File: src/rtl/imem_boot_sequencer.sv
// Streams a program image into instruction memory, holds the core in reset
// until the image is committed, then runs it until a PC match or cycle budget.
module imem_boot_sequencer #(
  parameter logic [31:0] ADDR_BASE = 32'h0000_0000,
  parameter int          MAX_WORDS = 2048
) (
  input  logic        clk,
  input  logic        reset,
  input  logic        load_start,
  input  logic [11:0] load_count,
  input  logic [31:0] run_limit,
  input  logic [31:0] halt_pc,
  input  logic        abort,
  input  logic        in_valid,
  input  logic [31:0] in_data,
  output logic        in_ready,
  output logic        imem_wr,
  output logic [31:0] imem_addr,
  output logic [31:0] imem_data,
  output logic        cpu_reset,
  input  logic [31:0] cpu_pc,
  output logic        done,
  output logic        error,
  output logic [1:0]  halt_reason,
  output logic [31:0] cycles_run
);

  localparam logic [2:0] S_IDLE   = 3'd0;
  localparam logic [2:0] S_LOAD   = 3'd1;
  localparam logic [2:0] S_COMMIT = 3'd2;
  localparam logic [2:0] S_RUN    = 3'd3;
  localparam logic [2:0] S_DONE   = 3'd4;

  localparam logic [31:0] MAX_W = MAX_WORDS;

  typedef struct packed {
    logic [11:0] count;
    logic [31:0] run_limit;
    logic [31:0] halt_pc;
  } sess_t;

  logic [2:0]  state;
  sess_t       sess;
  logic [11:0] idx;
  logic        xfer;
  logic        start_ok;
  logic        pc_hit;
  logic        lim_hit;
  logic [32:0] cyc_inc;

  assign in_ready = (state == S_LOAD);
  assign xfer     = in_ready && in_valid;
  assign start_ok = (load_count != 12'd0) && ({20'd0, load_count} <= MAX_W);
  assign cyc_inc  = {1'b0, cycles_run} + 33'd1;
  assign pc_hit   = (cpu_pc == sess.halt_pc);
  // Compare at 33 bits so a saturated counter can never alias the budget.
  assign lim_hit  = (sess.run_limit != 32'd0) && (cyc_inc == {1'b0, sess.run_limit});

  always_ff @(posedge clk or posedge reset) begin
    if (reset) begin
      state       <= S_IDLE;
      sess        <= '0;
      idx         <= '0;
      imem_wr     <= 1'b0;
      imem_addr   <= '0;
      imem_data   <= '0;
      cpu_reset   <= 1'b1;
      done        <= 1'b0;
      error       <= 1'b0;
      halt_reason <= 2'b00;
      cycles_run  <= '0;
    end else begin
      imem_wr <= 1'b0;
      if (abort) begin
        state       <= S_IDLE;
        cpu_reset   <= 1'b1;
        done        <= 1'b0;
        halt_reason <= 2'b00;
      end else begin
        case (state)
          S_IDLE, S_DONE: begin
            if (load_start) begin
              if (start_ok) begin
                sess        <= '{count: load_count, run_limit: run_limit, halt_pc: halt_pc};
                idx         <= '0;
                cycles_run  <= '0;
                done        <= 1'b0;
                error       <= 1'b0;
                halt_reason <= 2'b00;
                state       <= S_LOAD;
              end else begin
                error <= 1'b1;
              end
            end
          end
          S_LOAD: begin
            if (xfer) begin
              imem_wr   <= 1'b1;
              imem_addr <= ADDR_BASE + {18'd0, idx, 2'b00};
              imem_data <= in_data;
              idx       <= idx + 12'd1;
              if (idx == sess.count - 12'd1) state <= S_COMMIT;
            end
          end
          S_COMMIT: begin
            state     <= S_RUN;
            cpu_reset <= 1'b0;
          end
          S_RUN: begin
            cycles_run <= cyc_inc[32] ? cycles_run : cyc_inc[31:0];
            if (pc_hit || lim_hit) begin
              state       <= S_DONE;
              done        <= 1'b1;
              cpu_reset   <= 1'b1;
              halt_reason <= {lim_hit, pc_hit};
            end
          end
          default: state <= S_IDLE;
        endcase
      end
    end
  end

endmodule

File: config.mk
export PLATFORM = sky130hd
export DESIGN_NAME = imem_boot_sequencer
export DESIGN_NICKNAME = d
export VERILOG_FILES = /design/src/rtl/imem_boot_sequencer.sv
export SDC_FILE = /design/constraint.sdc
export NUM_CORES = 1
export LEC_CHECK = 0
export ABC_AREA = 0
export ABC_CLOCK_PERIOD_IN_PS = 5700
export CAP_MARGIN = 20
export CORE_MARGIN = 2
export CORE_UTILIZATION = 40
export CTS_CLUSTER_DIAMETER = 120
export DETAILED_ROUTE_END_ITERATION = 10
export PLACE_DENSITY = 0.75
export SKIP_CTS_REPAIR_TIMING = 1
export SYNTH_ARGS = -nofsm -noshare
export SYNTH_HDL_FRONTEND = slang
export SYNTH_SLANG_ARGS = --single-unit
File: constraint.sdc
create_clock -name clk -period 5.7 [get_ports clk]
set_input_delay 0.57 -clock clk [delete_from_list [all_inputs] [get_ports clk]]
set_output_delay 0.57 -clock clk [all_outputs]
set_load 0.02 [all_outputs]
# Word level (Yosys, flattened, before mapping)
# Index checks and enable logic that the tools add are counted.
[classes] n_eq_ne=16 n_lt_le_gt_ge=1 n_bitwise=1 n_mux=31 add_sub_neg=3 n_reduce_logical=20
[op_table] cell="$mux 32" n=3
[op_table] cell="$pmux 32 s2" n=1
[op_table] cell="$mux 12" n=3
[op_table] cell="$add 32x1->33 const B" n=1
[op_table] cell="$eq 33x32->1" n=1
[op_table] cell="$eq 32x32->1" n=1
[op_table] cell="$reduce_bool 32->1" n=1
[op_table] cell="$pmux 12 s2" n=1
[op_table] cell="$mux 3" n=6
[op_table] cell="$reduce_and 5->1" n=3
[op_table] cell="$add 12x1->12 const B" n=1
[op_table] cell="$eq 12x12->1" n=1
[op_table] cell="$le 12x12->1 const B" n=1
[op_table] cell="$pmux 3 s4" n=1
[op_table] cell="$reduce_bool 12->1" n=1
[op_table] cell="$sub 12x1->12 const B" n=1
[op_table] cell="$mux 1" n=9
[op_table] cell="$ne 3x3->1 const B" n=3
[op_table] cell="$mux 2" n=4
[op_table] cell="$reduce_and 4->1" n=2
[op_table] cell="$eq 3x2->1 const B" n=2
[op_table] cell="$ne 2x2->1 const B" n=3
[op_table] cell="$ne 3x2->1 const B" n=2
[op_table] cell="$reduce_and 3->1" n=2
[op_table] cell="other kinds (13)" n=18
[totals] out_inout_bits=103 wordCells=85 regBits=173

# Depth between registers and ports, before layout
[depth] word_depth=7 ltp_mapped=11 mapped_depth_nobuf=10

# Worst setup path after synthesis
# Ideal clock, no wire load.
[synth_path] path_type="register -> register" from="register cycles_run[0]" to="register halt_reason[0]" path_stages_with_launch=11 setup_time_ns=0.120 synth_period_minus_slack_ns=2.850 slack_ns=2.850 n_path_buf=1 required_time_ns=5.580 arrival_time_ns=2.730 cell_sequence="dfrtp_1 > ha_1 > and3_1 > clkbuf_1 > and3_1 > or4bb_1 > a31oi_1 > nand4_1 > nor4_2 > nand3_2 > a31o_1"
[synth_via] elab_chain_cells=6
[synth_lines] element="from (decl)" line_no="25" text="output logic [31:0] cycles_run"
[synth_lines] element="from (signal assigned)" line_no="110" text="cycles_run <= cyc_inc[32] ? cycles_run : cyc_inc[31:0];"
[synth_lines] element="$add 32x1->33" line_no="54" text="assign cyc_inc = {1'b0, cycles_run} + 33'd1;"
[synth_lines] element="$eq 33x32->1" line_no="57" text="assign lim_hit = (sess.run_limit != 32'd0) && (cyc_inc == {1'b0, sess.run_limit});"
[synth_lines] element="$logic_and 1x1->1" line_no="57"
[synth_lines] element="$logic_or 1x1->1" line_no="111" text="if (pc_hit || lim_hit) begin"
[synth_lines] element="$ne 3x3->1 (no source line)"
[synth_lines] element="$reduce_and 4->1 (no source line)"
[synth_lines] element="to (signal assigned)" line_no="115" text="halt_reason <= {lim_hit, pc_hit};"
[synth_lines] element="to (decl)" line_no="24" text="output logic [1:0] halt_reason,"
# Every way passes these cells.
# A chain may end at the register's enable or synchronous reset.

# Worst setup path in the final report
# Ends and elaborated chain as after synthesis.

==> results.yml <==
pwr:
  p_clk_share_pct: 29.4
  switching_share_pct: 32.5
  p_switching_mw: 1.31
  finalPower_mw: 4.03
  powerDensity_mw_per_mm2: 322
  combinationalPowerShare_pct: 27.9
  ir_drop_mv: 0.231
  p_seq_share_pct: 42.6
  power.internal_mw: 2.72
  power.leakage_nw: 4.91
logic_synthesis:
  yosysTopAreaCellShare_pct: 45.7
  syn_area_mm2: 0.00943
  synth_area_leaders: "dfrtp_1, mux2_2, xnor2_1, o21ai_0, nand4_1"
  synth_top_family_by_area: "simple AND/OR/NAND/NOR gates"
  netlist-cell-type-count: 69
  yosys.area.top_type: "dfrtp_1"
  synth_compound_area_share_pct: 10.5
  synth_area_per_cell_um2: 10.5
  synth_fa_ha_area_share_pct: 0.504
  synth_seq_cells: 173
  muxShareOfSynthArea_pct: 13.7
  synthXorXnorAreaFrac_pct: 8.64
  yosys.area_share.simple_pct: 16.2
  synth_ff_type: "dfrtp_1"
  yosysSeqAreaShare_pct: 45.9
  ys_async_sr_fraction_pct: 100
  yosys_warnings: 0
  synth_edf_count: 0
  syn-instance-count: 895
worst_setup_path:
  cpLargestDelayFamily: "simple AND/OR/NAND/NOR gates"
  criticalPathCategory: "flop to flop"
  cp_cell_sequence: "ha_1 > nand3_1 > nor3_1 > xnor2_1 > a31oi_1 > nand4_1 > nor4_2 > nand3_2 > a31o_1"
  slowest_stage: "nor3_1"
  cpPeakStageDelay_ns: 0.63
  path_buf_inv: 0
  cp-end-kind: "flop"
  setup.worst_path.start_class: "flop"
  worstPathArrival_ns: 3.58
  cp.required_ns: 6.02
  cp_max_fo: 8
die:
  core_mm2: 0.0233
  placementRows: 56
  die_height_um: 158
  die_w_um: 158
  start_util_pct: 40.4
  io-pin-count: 248
  dieArea_mm2: 0.0248
cts:
  h-tree-depth: 4
  cts_max_path_buffers: 2
  clkLatencyLatePin_ns: 0.44
  cts_buffers: 17
  cts_tree: "done"
  clock-sinks: 173
  cts_root_buf: "clkbuf_16"
  cts.clk_slew.worst_paths_ns: 0.08
global_route:
  grt_overflow: 0
  grt_max_degree: 80
  use_met1_pct: 25.2
  grt_pass1_vias: 7685
  use_met2_pct: 34.4
  grtUsageTotal_pct: 20.6
  gr-max-usage-layer: "met2"
  use_met3_pct: 6.64
  grt_pass1_wl_mm: 40.2
  antenna_found_initial: 1
timing:
  final.min_clock_period_ns: 3.26
  fin_skew_ns: 0.0112
  slew_headroom_pct: 49.7
  rsz0062_at_grt: "false"
  worst_pin_slew_ns: 0.754
  finalMaxSlewViolations: 0
  hold_viol_final: 0
  setup_viol: 0
  tns_ns: 0
  period_share_pct: 57.2
  hold_ws_ns: 0.508
  fmax_mhz: 306
route:
  wl_per_cell_um: 17.5
  routed_wirelength_mm: 25.1
  final_antenna_net_count: 0
  vias: 7709
  drt_iter0_drc: 551
  drcViolationCount: 0
  dr.pass1.iters: 5
  vias_per_cell: 5.40
run_status:
  status: "completed"
final_layout:
  n_antenna_cell: 0
  areaGrowthSynthToFinish_pct: 32.7
  final_layout_size_suffix_gt1_share_pct: 15.5
  fillers: 2082
  seqCellArea_mm2: 0.00433
  multi_input_area_mm2: 0.00477
  layout.nets: 1244
  fin_cells: 1428
flow_run:
  maxCapViolCount: 0
hold_path:
  hp-class: "flop to flop"
place:
  dp_hpwl_mm: 18.3
  io_buffers: 227
  place_inst: 1396
  place.gp.congestion: 0.866
stage by stage:
step                      cell area (µm²)  utilization [%]  worst slack (ns)
after floorplan                      9500                -             0.443
after global placement              11900             50.9              2.13
after detailed placement            11900             50.9              2.06
after CTS                           12500             53.6              2.51
after global routing                12500             53.6              2.30
final                               12500             53.6              2.44
state kept, by name, indices dropped and copies added, names as in the netlist:
| register | cells |
|---|---|
| cycles_run | 32 |
| error | 1 |
| idx | 12 |
| sess | 76 |
| done | 1 |
| imem_wr | 1 |
| imem_data | 32 |
| halt_reason | 2 |
| imem_addr | 12 |
| state | 3 |
| cpu_reset | 1 |
cells by family (layout without fill, tap and decap cells):
group           after synthesis  count (layout)
simple gates                269             269
buf+inv                      85             280
flops                       173             173
xor+xnor                     93              93
fa+ha+maj                     4               4
mux                         115             115
other cells                   1              20
compound gates              155             155
routing by layer:
metal / part of all wire [%] / wire [µm]
met1: 41 / 10300
met2: 48 / 12100
met3: 8.6 / 2160
met4: 2.2 / 544
met5: 0.044 / 11
worst reg2reg max path, delay by kind of cell, from the launching register on:
family,cells,cell delay [ns]
fa+ha+maj,1,0.34
flops,1,0.50
simple gates,5,1.65
xor+xnor,1,0.18
compound gates,2,0.49
cell type report:
type                            instances  area share (%)
Multi-Input combinational cell        656            38.2
Sequential cell                       173            34.6
Timing Repair Buffer                  235            18.7
Clock buffer                           17            3.40
Tap cell                              319            3.19
Clock inverter                         15            1.53
Inverter                               13           0.430
power groups by stage:
stage	Sequential [mW]	Combinational, mW	Clock, mW
floorplan	1.79	0.599	0
global placement	1.73	1.10	0
detailed placement	1.74	1.13	0
CTS	1.72	1.14	1.22
global route	1.75	1.22	1.26
finish	1.72	1.13	1.19
cell usage in the layout, fill, tap and decap left out, drive strengths merged, types with 3 or more instances in the layout:
master and count:
nand3 26, or3 4, clkbuf 17, a21oi 22, nand2b 7, inv 20, ha 3, buf 8
clkdlybuf4s50 227, a31oi 10, xnor2 75, nor3 10, dfrtp 172, and3 14, and2 5, o311ai 3
a21o 3, and4 10, nor2 56, nand2 47, o31ai 22, o21ai 61, conb 20, nand4 39
a22o 3, or4 5, nor3b 6, mux2 114, nor2b 8, nor4 23, clkinv 8, o41ai 6
xor2 18
synthesized netlist by cell type (5+ instances only):
master / count
dfrtp_1: 172
mux2_2: 114
xnor2_1: 75
o21ai_0: 60
nor2_1: 56
nand2_1: 47
clkbuf_1: 37
nand4_1: 37
nand3_1: 24
a21oi_1: 22
o31ai_1: 22
buf_4: 20
nor4_1: 18
xor2_1: 18
and3_1: 14
buf_2: 13
inv_1: 13
a31oi_1: 10
and4_1: 10
nor3_1: 10
nor2b_1: 8
nand2b_1: 7
nor3b_1: 6
o41ai_1: 6
and2_1: 5
or4_1: 5
final timing paths:
check                      cells after the start  slack (ns)        endpoint     startpoint
max                                            9        2.44  halt_reason[0]  cycles_run[0]
min                                            1        0.51    imem_addr[8]   imem_addr[8]
max reg2reg                                    9        2.44  halt_reason[0]  cycles_run[0]
min reg2reg                                    1        0.51    imem_addr[8]   imem_addr[8]
max in group asynchronous                      3        3.78        sess[68]          reset
min in group asynchronous                      2        0.61        sess[66]          reset
No activity file was read; power rests on OpenSTA's default activity.
